--- src/rtl/coremem_pipe.sv ---
// Core LSU data port (req/gnt/rvalid) to single-port synchronous SRAM bridge.
// Define COREMEM_PIPE_ERR_EN to return error responses for out-of-range addresses.
module coremem_pipe #(
    parameter int unsigned ADDR_W  = 16,
    parameter int unsigned DATA_W  = 32,
    parameter int unsigned LATENCY = 1,
    parameter int unsigned MAX_OUT = 2
) (
    input  logic                clk_i,
    input  logic                rst_ni,
    input  logic                data_req_i,
    output logic                data_gnt_o,
    output logic                data_rvalid_o,
    input  logic                data_we_i,
    input  logic [DATA_W/8-1:0] data_be_i,
    input  logic [31:0]         data_addr_i,
    input  logic [DATA_W-1:0]   data_wdata_i,
    output logic [DATA_W-1:0]   data_rdata_o,
    output logic                data_err_o,
    output logic                sram_ce_o,
    output logic                sram_we_o,
    output logic [ADDR_W-1:0]   sram_addr_o,
    output logic [DATA_W/8-1:0] sram_be_o,
    output logic [DATA_W-1:0]   sram_wdata_o,
    input  logic [DATA_W-1:0]   sram_rdata_i
);

    localparam int unsigned CntW = $clog2(MAX_OUT + 1);
    localparam logic [CntW-1:0] MaxCnt = CntW'(MAX_OUT);

    logic [LATENCY-1:0] valid_q, valid_d;
    logic [LATENCY-1:0] we_q, we_d;
    logic [LATENCY-1:0] err_q, err_d;
    logic [CntW-1:0]    cnt_q, cnt_d;
    logic               addr_err;
    logic               resp_now;
    logic               gnt;
    logic               unused_addr;

`ifdef COREMEM_PIPE_ERR_EN
    assign addr_err    = |data_addr_i[31:ADDR_W+2];
    assign unused_addr = ^data_addr_i[1:0];
`else
    // Upper address bits alias into the SRAM.
    assign addr_err    = 1'b0;
    assign unused_addr = ^{data_addr_i[31:ADDR_W+2], data_addr_i[1:0]};
`endif

    assign resp_now = valid_q[LATENCY-1];
    // Gated by reset so no grant (and hence no SRAM strobe) escapes while in reset.
    assign gnt      = rst_ni & data_req_i & ((cnt_q < MaxCnt) | resp_now);

    always_comb begin
        valid_d    = '0;
        we_d       = '0;
        err_d      = '0;
        valid_d[0] = gnt;
        we_d[0]    = gnt & data_we_i;
        err_d[0]   = gnt & addr_err;
        for (int i = 1; i < int'(LATENCY); i++) begin
            valid_d[i] = valid_q[i-1];
            we_d[i]    = we_q[i-1];
            err_d[i]   = err_q[i-1];
        end

        cnt_d = cnt_q;
        if (gnt && !resp_now) begin
            cnt_d = cnt_q + 1'b1;
        end else if (!gnt && resp_now) begin
            cnt_d = cnt_q - 1'b1;
        end
    end

    always_ff @(posedge clk_i or negedge rst_ni) begin
        if (!rst_ni) begin
            valid_q <= '0;
            we_q    <= '0;
            err_q   <= '0;
            cnt_q   <= '0;
        end else begin
            valid_q <= valid_d;
            we_q    <= we_d;
            err_q   <= err_d;
            cnt_q   <= cnt_d;
        end
    end

    assign data_gnt_o    = gnt;
    assign data_rvalid_o = resp_now;
    assign data_err_o    = resp_now & err_q[LATENCY-1];
    assign data_rdata_o  = (resp_now && !we_q[LATENCY-1] && !err_q[LATENCY-1]) ?
                           sram_rdata_i : '0;

    assign sram_ce_o    = gnt & ~addr_err;
    assign sram_we_o    = gnt & ~addr_err & data_we_i;
    assign sram_be_o    = sram_we_o ? data_be_i : '0;
    assign sram_addr_o  = data_addr_i[ADDR_W+1:2];
    assign sram_wdata_o = data_wdata_i;

`ifndef SYNTHESIS
    cnt_max_a: assert property (@(posedge clk_i) disable iff (!rst_ni) cnt_q <= MaxCnt)
        else $error("outstanding counter exceeds MAX_OUT");
    cnt_underflow_a: assert property (@(posedge clk_i) disable iff (!rst_ni)
        !(resp_now && cnt_q == '0))
        else $error("response with no outstanding request");
`endif

endmodule
--- config.mk ---
export PLATFORM = sky130hd
export DESIGN_NAME = coremem_pipe
export DESIGN_NICKNAME = d
export VERILOG_FILES = /design/src/rtl/coremem_pipe.sv
export SDC_FILE = /design/constraint.sdc
export NUM_CORES = 1
export LEC_CHECK = 0
export CAP_MARGIN = 20
export CORE_AREA = 2 2 74 76
export DETAILED_ROUTE_END_ITERATION = 16
export DIE_AREA = 0 0 76 78
export PLACE_DENSITY = 0.77
export SYNTH_ARGS = -nofsm -noshare
export SYNTH_HDL_FRONTEND = slang
export SYNTH_SLANG_ARGS = --single-unit
--- constraint.sdc ---
create_clock -name clk_i -period 1.3 [get_ports clk_i]
set_input_delay 0.26 -clock clk_i [delete_from_list [all_inputs] [get_ports clk_i]]
set_output_delay 0.26 -clock clk_i [all_outputs]
set_load 0.01 [all_outputs]
Yosys cells after proc, flatten, opt, wreduce, memory -nomap -nowiden --
Index checks and enable logic that the tools add are counted.
Operators by class: bitwise operators 4, reduce and logical (&&, ||, !) cells 7, mux-type cells 4, add/subtract/negate cells 2, magnitude comparators 1
Operators by type and width (number):
- 32-bit two-way mux | 1
- 2-bit two-way mux | 2
- 4-bit two-way mux | 1
- 1-bit bitwise AND | 3
- 1-bit logical AND | 3
- 1-bit zero test | 3
- 2-bit by 1-bit adder with 2-bit output (second input constant) | 1
- 2-bit less-than comparator (second input constant) | 1
- 2-bit nonzero test | 1
- 2-bit by 1-bit subtractor with 2-bit output (second input constant) | 1
- 1-bit bitwise OR | 1
Word-level totals: input port bits 104, register bits after elaboration 4, word-level logic and storage cells 21, output and inout bits 89

Depth between registers and ports, before layout --
Gate-level depths: netlist of the first run.
depth in word-level cells 7, gate-level depth with buffers 6, mapped depth without buffers 6

Worst setup path before layout of the first run --
Ideal clock, no wire load.
kind flip-flop to flip-flop, start reg valid_q (netlist: data_rvalid_o), end reg cnt_q[1], cell stages (with the launch flop) 6, clock period less this slack 1.243 ns, data arrival time 1.163 ns, setup time 0.079 ns, path slack 0.057 ns, path buffers 0, required time 1.221 ns, path through dfrtp_1 > inv_2 > a21oi_1 > ha_1 > nor2_1 > xor2_1
On the way: word-level cells in the longest chain between the ends 5, elaborated cells on any way between the ends 8, classes of those cells mux: 1; bitwise: 2; reduce/logical: 5
Ends and longest elaborated chain:
- start: declaration | line 31 | logic [LATENCY-1:0] valid_q, valid_d;
- start signal: assignment | line 81 | valid_q <= valid_d;
- 1-bit bitwise OR | line 51 | assign gnt = rst_ni & data_req_i & ((cnt_q < MaxCnt) | resp_now);
- 1-bit bitwise AND | line 51
- 1-bit zero test | line 69 | end else if (!gnt && resp_now) begin
- 1-bit logical AND | line 69
- 2-bit nonzero test (no line)
- end signal: assignment | line 84 | cnt_q <= cnt_d;
- end: declaration | line 34 | logic [CntW-1:0] cnt_q, cnt_d;
Parallel ways exist; a longest one is shown, timed or not. A chain may end at the register's enable or synchronous reset.

Final worst setup path of the first run --
start reg valid_q (netlist: data_rvalid_o), end out sram_be_o[1]
On the way: word-level cells in the longest chain between the ends 4
Ends and longest elaborated chain:
- 1-bit bitwise OR | line 51
- 1-bit bitwise AND | line 51
- 1-bit bitwise AND | line 95 | assign sram_we_o = gnt & ~addr_err & data_we_i;
- 4-bit two-way mux | line 96 | assign sram_be_o = sram_we_o ? data_be_i : '0;
- end: declaration | line 23 | output logic [DATA_W/8-1:0] sram_be_o,
No other way between the ends.

==> flow_summary.json, run 1 <==
{
  "synth_warnings": 0,
  "synthArstFlopShare_pct": 100,
  "grt-ovfl-total": 0,
  "stdcell_count": 223,
  "critPathMaxStageDelay_ns": 0.34,
  "finalHoldViolCount": 0,
  "numCtsBuffers": 3,
  "worstSkewPairLatency_ns": 0.21,
  "yosys_register_bits": 4,
  "die-area_mm2": 0.00593,
  "drive_above_1_share_pct": 68.6,
  "drv_slew": 0,
  "path_class": "register to output pin",
  "hpwl_um": 1820,
  "critPathMaxFanout": 5,
  "synth.most_common_cell": "buf_4",
  "final_core_util_pct": 34.7,
  "r2r-start": "data_rvalid_o$_DFF_PN0_",
  "p_seq_share_pct": 13.8,
  "crit_chain": "inv_2 > buf_6 > a21oi_4 > buf_6 > and3_4 > buf_6",
  "syn_avg_cell_area_um2": 8.03,
  "dpl_cell_area_mm2": 0.00137,
  "synthesis.nets": 210,
  "crit_start": "data_rvalid_o$_DFF_PN0_",
  "netlist_top_cells_count": "50 x buf_4, 20 x and2_1, 13 x and2_2",
  "grt_usage_pct": 8.55,
  "die_h_um": 78,
  "avgRoutedWirePerCell_um": 12.2,
  "wirelength_um": 2730,
  "swShare_pct": 30.1,
  "worstPathRequired_ns": 1.04,
  "grt_max_degree": 9,
  "power.density_mw_per_mm2": 868,
  "synth_area_um2": 843,
  "vdd_drop_max_v": 0.000253,
  "ys.flop_type": "dfrtp_1",
  "skew_ns": 0.000165,
  "drc": 0,
  "cts.path.max_buffers": 2,
  "p_comb_share_pct": 69.5,
  "rsz0062_at_grt": "yes",
  "cts_tree": "done",
  "fin_crit_ns": 1.61,
  "initial_core_util_pct": 16.7,
  "design_area_mm2": 0.00175,
  "core_area_mm2": 0.00504,
  "arrival_ns": 1.35,
  "internal_power_w": 0.00106,
  "worst_r2r_endpoint": "cnt_q[1]$_DFFE_PN0P_",
  "post-route-period-util_pct": 124,
  "postCtsHoldBufs": 0,
  "clkTransAtPathRegs_ns": 0.03,
  "switchingPower_w": 0.000457,
  "synth_cells": 105,
  "power_w": 0.00152,
  "h-tree-depth": 1,
  "r2r_slack_ns": -0.19,
  "clock_sinks": 4,
  "rows": 26,
  "root_buffer": "clkbuf_8",
  "critPathLaunchType": "register",
  "worst_r2r_path_depth": 9,
  "maxCapViolCount": 0,
  "syn2layout_area_growth_pct": 108,
  "antenna_found_initial": 0,
  "ant_nets": 0,
  "ys_types": 16,
  "nets": 260,
  "synth_area_leaders": "buf_4 45%, and2_1 15%, dfrtp_1 12%, and2_2 12%, buf_6 4.0%",
  "violations": "negative setup slack",
  "fmax_ghz": 0.621,
  "drt_iter0_markers": 2,
  "yosysSeqAreaShare_pct": 11.9,
  "gp_congestion": 0.669,
  "leakagePower_nw": 0.797,
  "viasPerCell": 3.65,
  "clkPwrFrac_pct": 16.7,
  "dieWidth_um": 76,
  "firstDrtPassIters": 2,
  "critPathCapture": "sram_be_o[1]",
  "synth_edf_count": 0,
  "num_io_pins": 193,
  "grt_pass1_wl_um": 4010,
  "antennaDiodeCount": 0,
  "setup_viol": 41,
  "io_buffer_count": 79,
  "num_vias": 815,
  "synth_area_leader_cell": "buf_4",
  "cpMostUsedCell": "buf_6",
  "finalWorstSetupSlack_ns": -0.311,
  "synth_top_cell_area_share_pct": 44.5,
  "cpMaxStageDelayCell": "dfrtp_1",
  "end_kind": "output pin",
  "hp-class": "input port to async pin",
  "dp.cells": 207,
  "status": "finished, violations left",
  "grt_pass1_vias": 853
}
==> worst max-delay path: cells and delay by family (launching register included) <==
| family | cells | cell delay, ns |
|---|---|---|
| AO/OA/AOI/OAI | 1 | 0.21 |
| buffers and inverters | 4 | 0.39 |
| flip-flops | 1 | 0.34 |
| AND/OR/NAND/NOR | 1 | 0.18 |
==> placed cells by master (no fill, tap or decap) <==
cell type / count
clkdlybuf4s15_2: 1
dlygate4sd2_1: 2
clkdlybuf4s50_1: 37
xnor2_1: 1
conb_1: 1
dfrtp_1: 4
buf_16: 3
nand2_2: 1
clkbuf_8: 3
buf_4: 7
inv_2: 1
xor2_1: 1
xor2_2: 1
nor2_2: 1
nor2_4: 1
and3_1: 1
and3_4: 3
buf_12: 2
and2_1: 1
a21oi_4: 2
and2_4: 32
buf_2: 3
buf_6: 43
ha_4: 1
==> power groups by stage <==
stage          combinational [W]  sequential, W  clock (W)
2_1_floorplan           0.000446       0.000208          0
3_5_place_dp            0.000691       0.000206          0
4_1_cts                 0.000950       0.000206   0.000261
3_3_place_gp            0.000680       0.000203          0
6_report                 0.00106       0.000209   0.000254
5_1_grt                  0.00113       0.000215   0.000274
==> metrics by stage <==
stage | TNS, ns | hold WS (ns) | setup WS, ns
after detailed placement | -16.53 | 0.489 | -0.791
after CTS | -8.26 | 0.0889 | -0.290
after floorplan | 0 | -0.0356 | 0.0575
after global routing | -14.27 | 0.106 | -0.382
final | -11.58 | 0.0906 | -0.311
after global placement | -15.89 | 0.482 | -0.755
==> final cells by class <==
| class | instances | area (um^2) |
|---|---|---|
| flip-flops and latches | 4 | 100 |
| fillers | 494 | 3290 |
| well taps | 70 | 87.6 |
| clock buffers | 3 | 41.3 |
| inverters | 1 | 3.75 |
| repair buffers | 98 | 1070 |
| multi-input cells | 47 | 445 |
==> state kept, by name, indices dropped and copies added, names as in the netlist <==
register	cells
cnt_q	2
data_rvalid_o	1
we_q	1
==> layer usage <==
layer  vias up  track usage, %  part of all wire [%]
met1       364            7.12                    30
met5         -               0                     0
met2        74            17.0                    55
met3        12            3.95                    12
li1        365               -                     -
met4         0            4.00                   1.9
==> worst min-delay path by stage <==
stage / from / end / slack, ns / depth (start not counted)
floorplan: rst_ni / cnt_q[0]$_DFFE_PN0P_ / -0.04 / 0
global placement: cnt_q[0]$_DFFE_PN0P_ / cnt_q[0]$_DFFE_PN0P_ / 0.48 / 1
detailed placement: cnt_q[0]$_DFFE_PN0P_ / cnt_q[0]$_DFFE_PN0P_ / 0.49 / 1
CTS: rst_ni / we_q$_DFF_PN0_ / 0.09 / 2
global route: rst_ni / we_q$_DFF_PN0_ / 0.11 / 2
finish: rst_ni / cnt_q[0]$_DFFE_PN0P_ / 0.09 / 2
==> logic make-up (layout without fill, tap and decap cells) <==
kind of cell / Yosys count / after routing / synth area share, %
AND/OR/NAND/NOR: 40 / 40 / 31.6
other: 1 / 1 / 0.445
adder cells (fa/ha/maj): 1 / 1 / 1.48
XOR/XNOR: 3 / 3 / 3.12
AO/OA/AOI/OAI: 2 / 2 / 2.52
buffers and inverters: 54 / 102 / 49.0
flip-flops: 4 / 4 / 11.9
==> repair_timing <==
| item | in CTS | in global routing |
|---|---|---|
| gates resized for setup | 225 | 25 |
| cloned | 3 | 0 |
| pin swaps | 39 | 7 |
| endpoints found under the setup margin | 42 | 41 |
| buffers inserted | 8 | 3 |
(Power assumes the default switching activity.)
==> run 2, diff against run 1 <==
ABC_CLOCK_PERIOD_IN_PS = 1300   (was not set)
GPL_TIMING_DRIVEN = 1   (was not set)
==> results of run 2 <==
No change in the layout: final DEF, timing and power equal those of run 1.
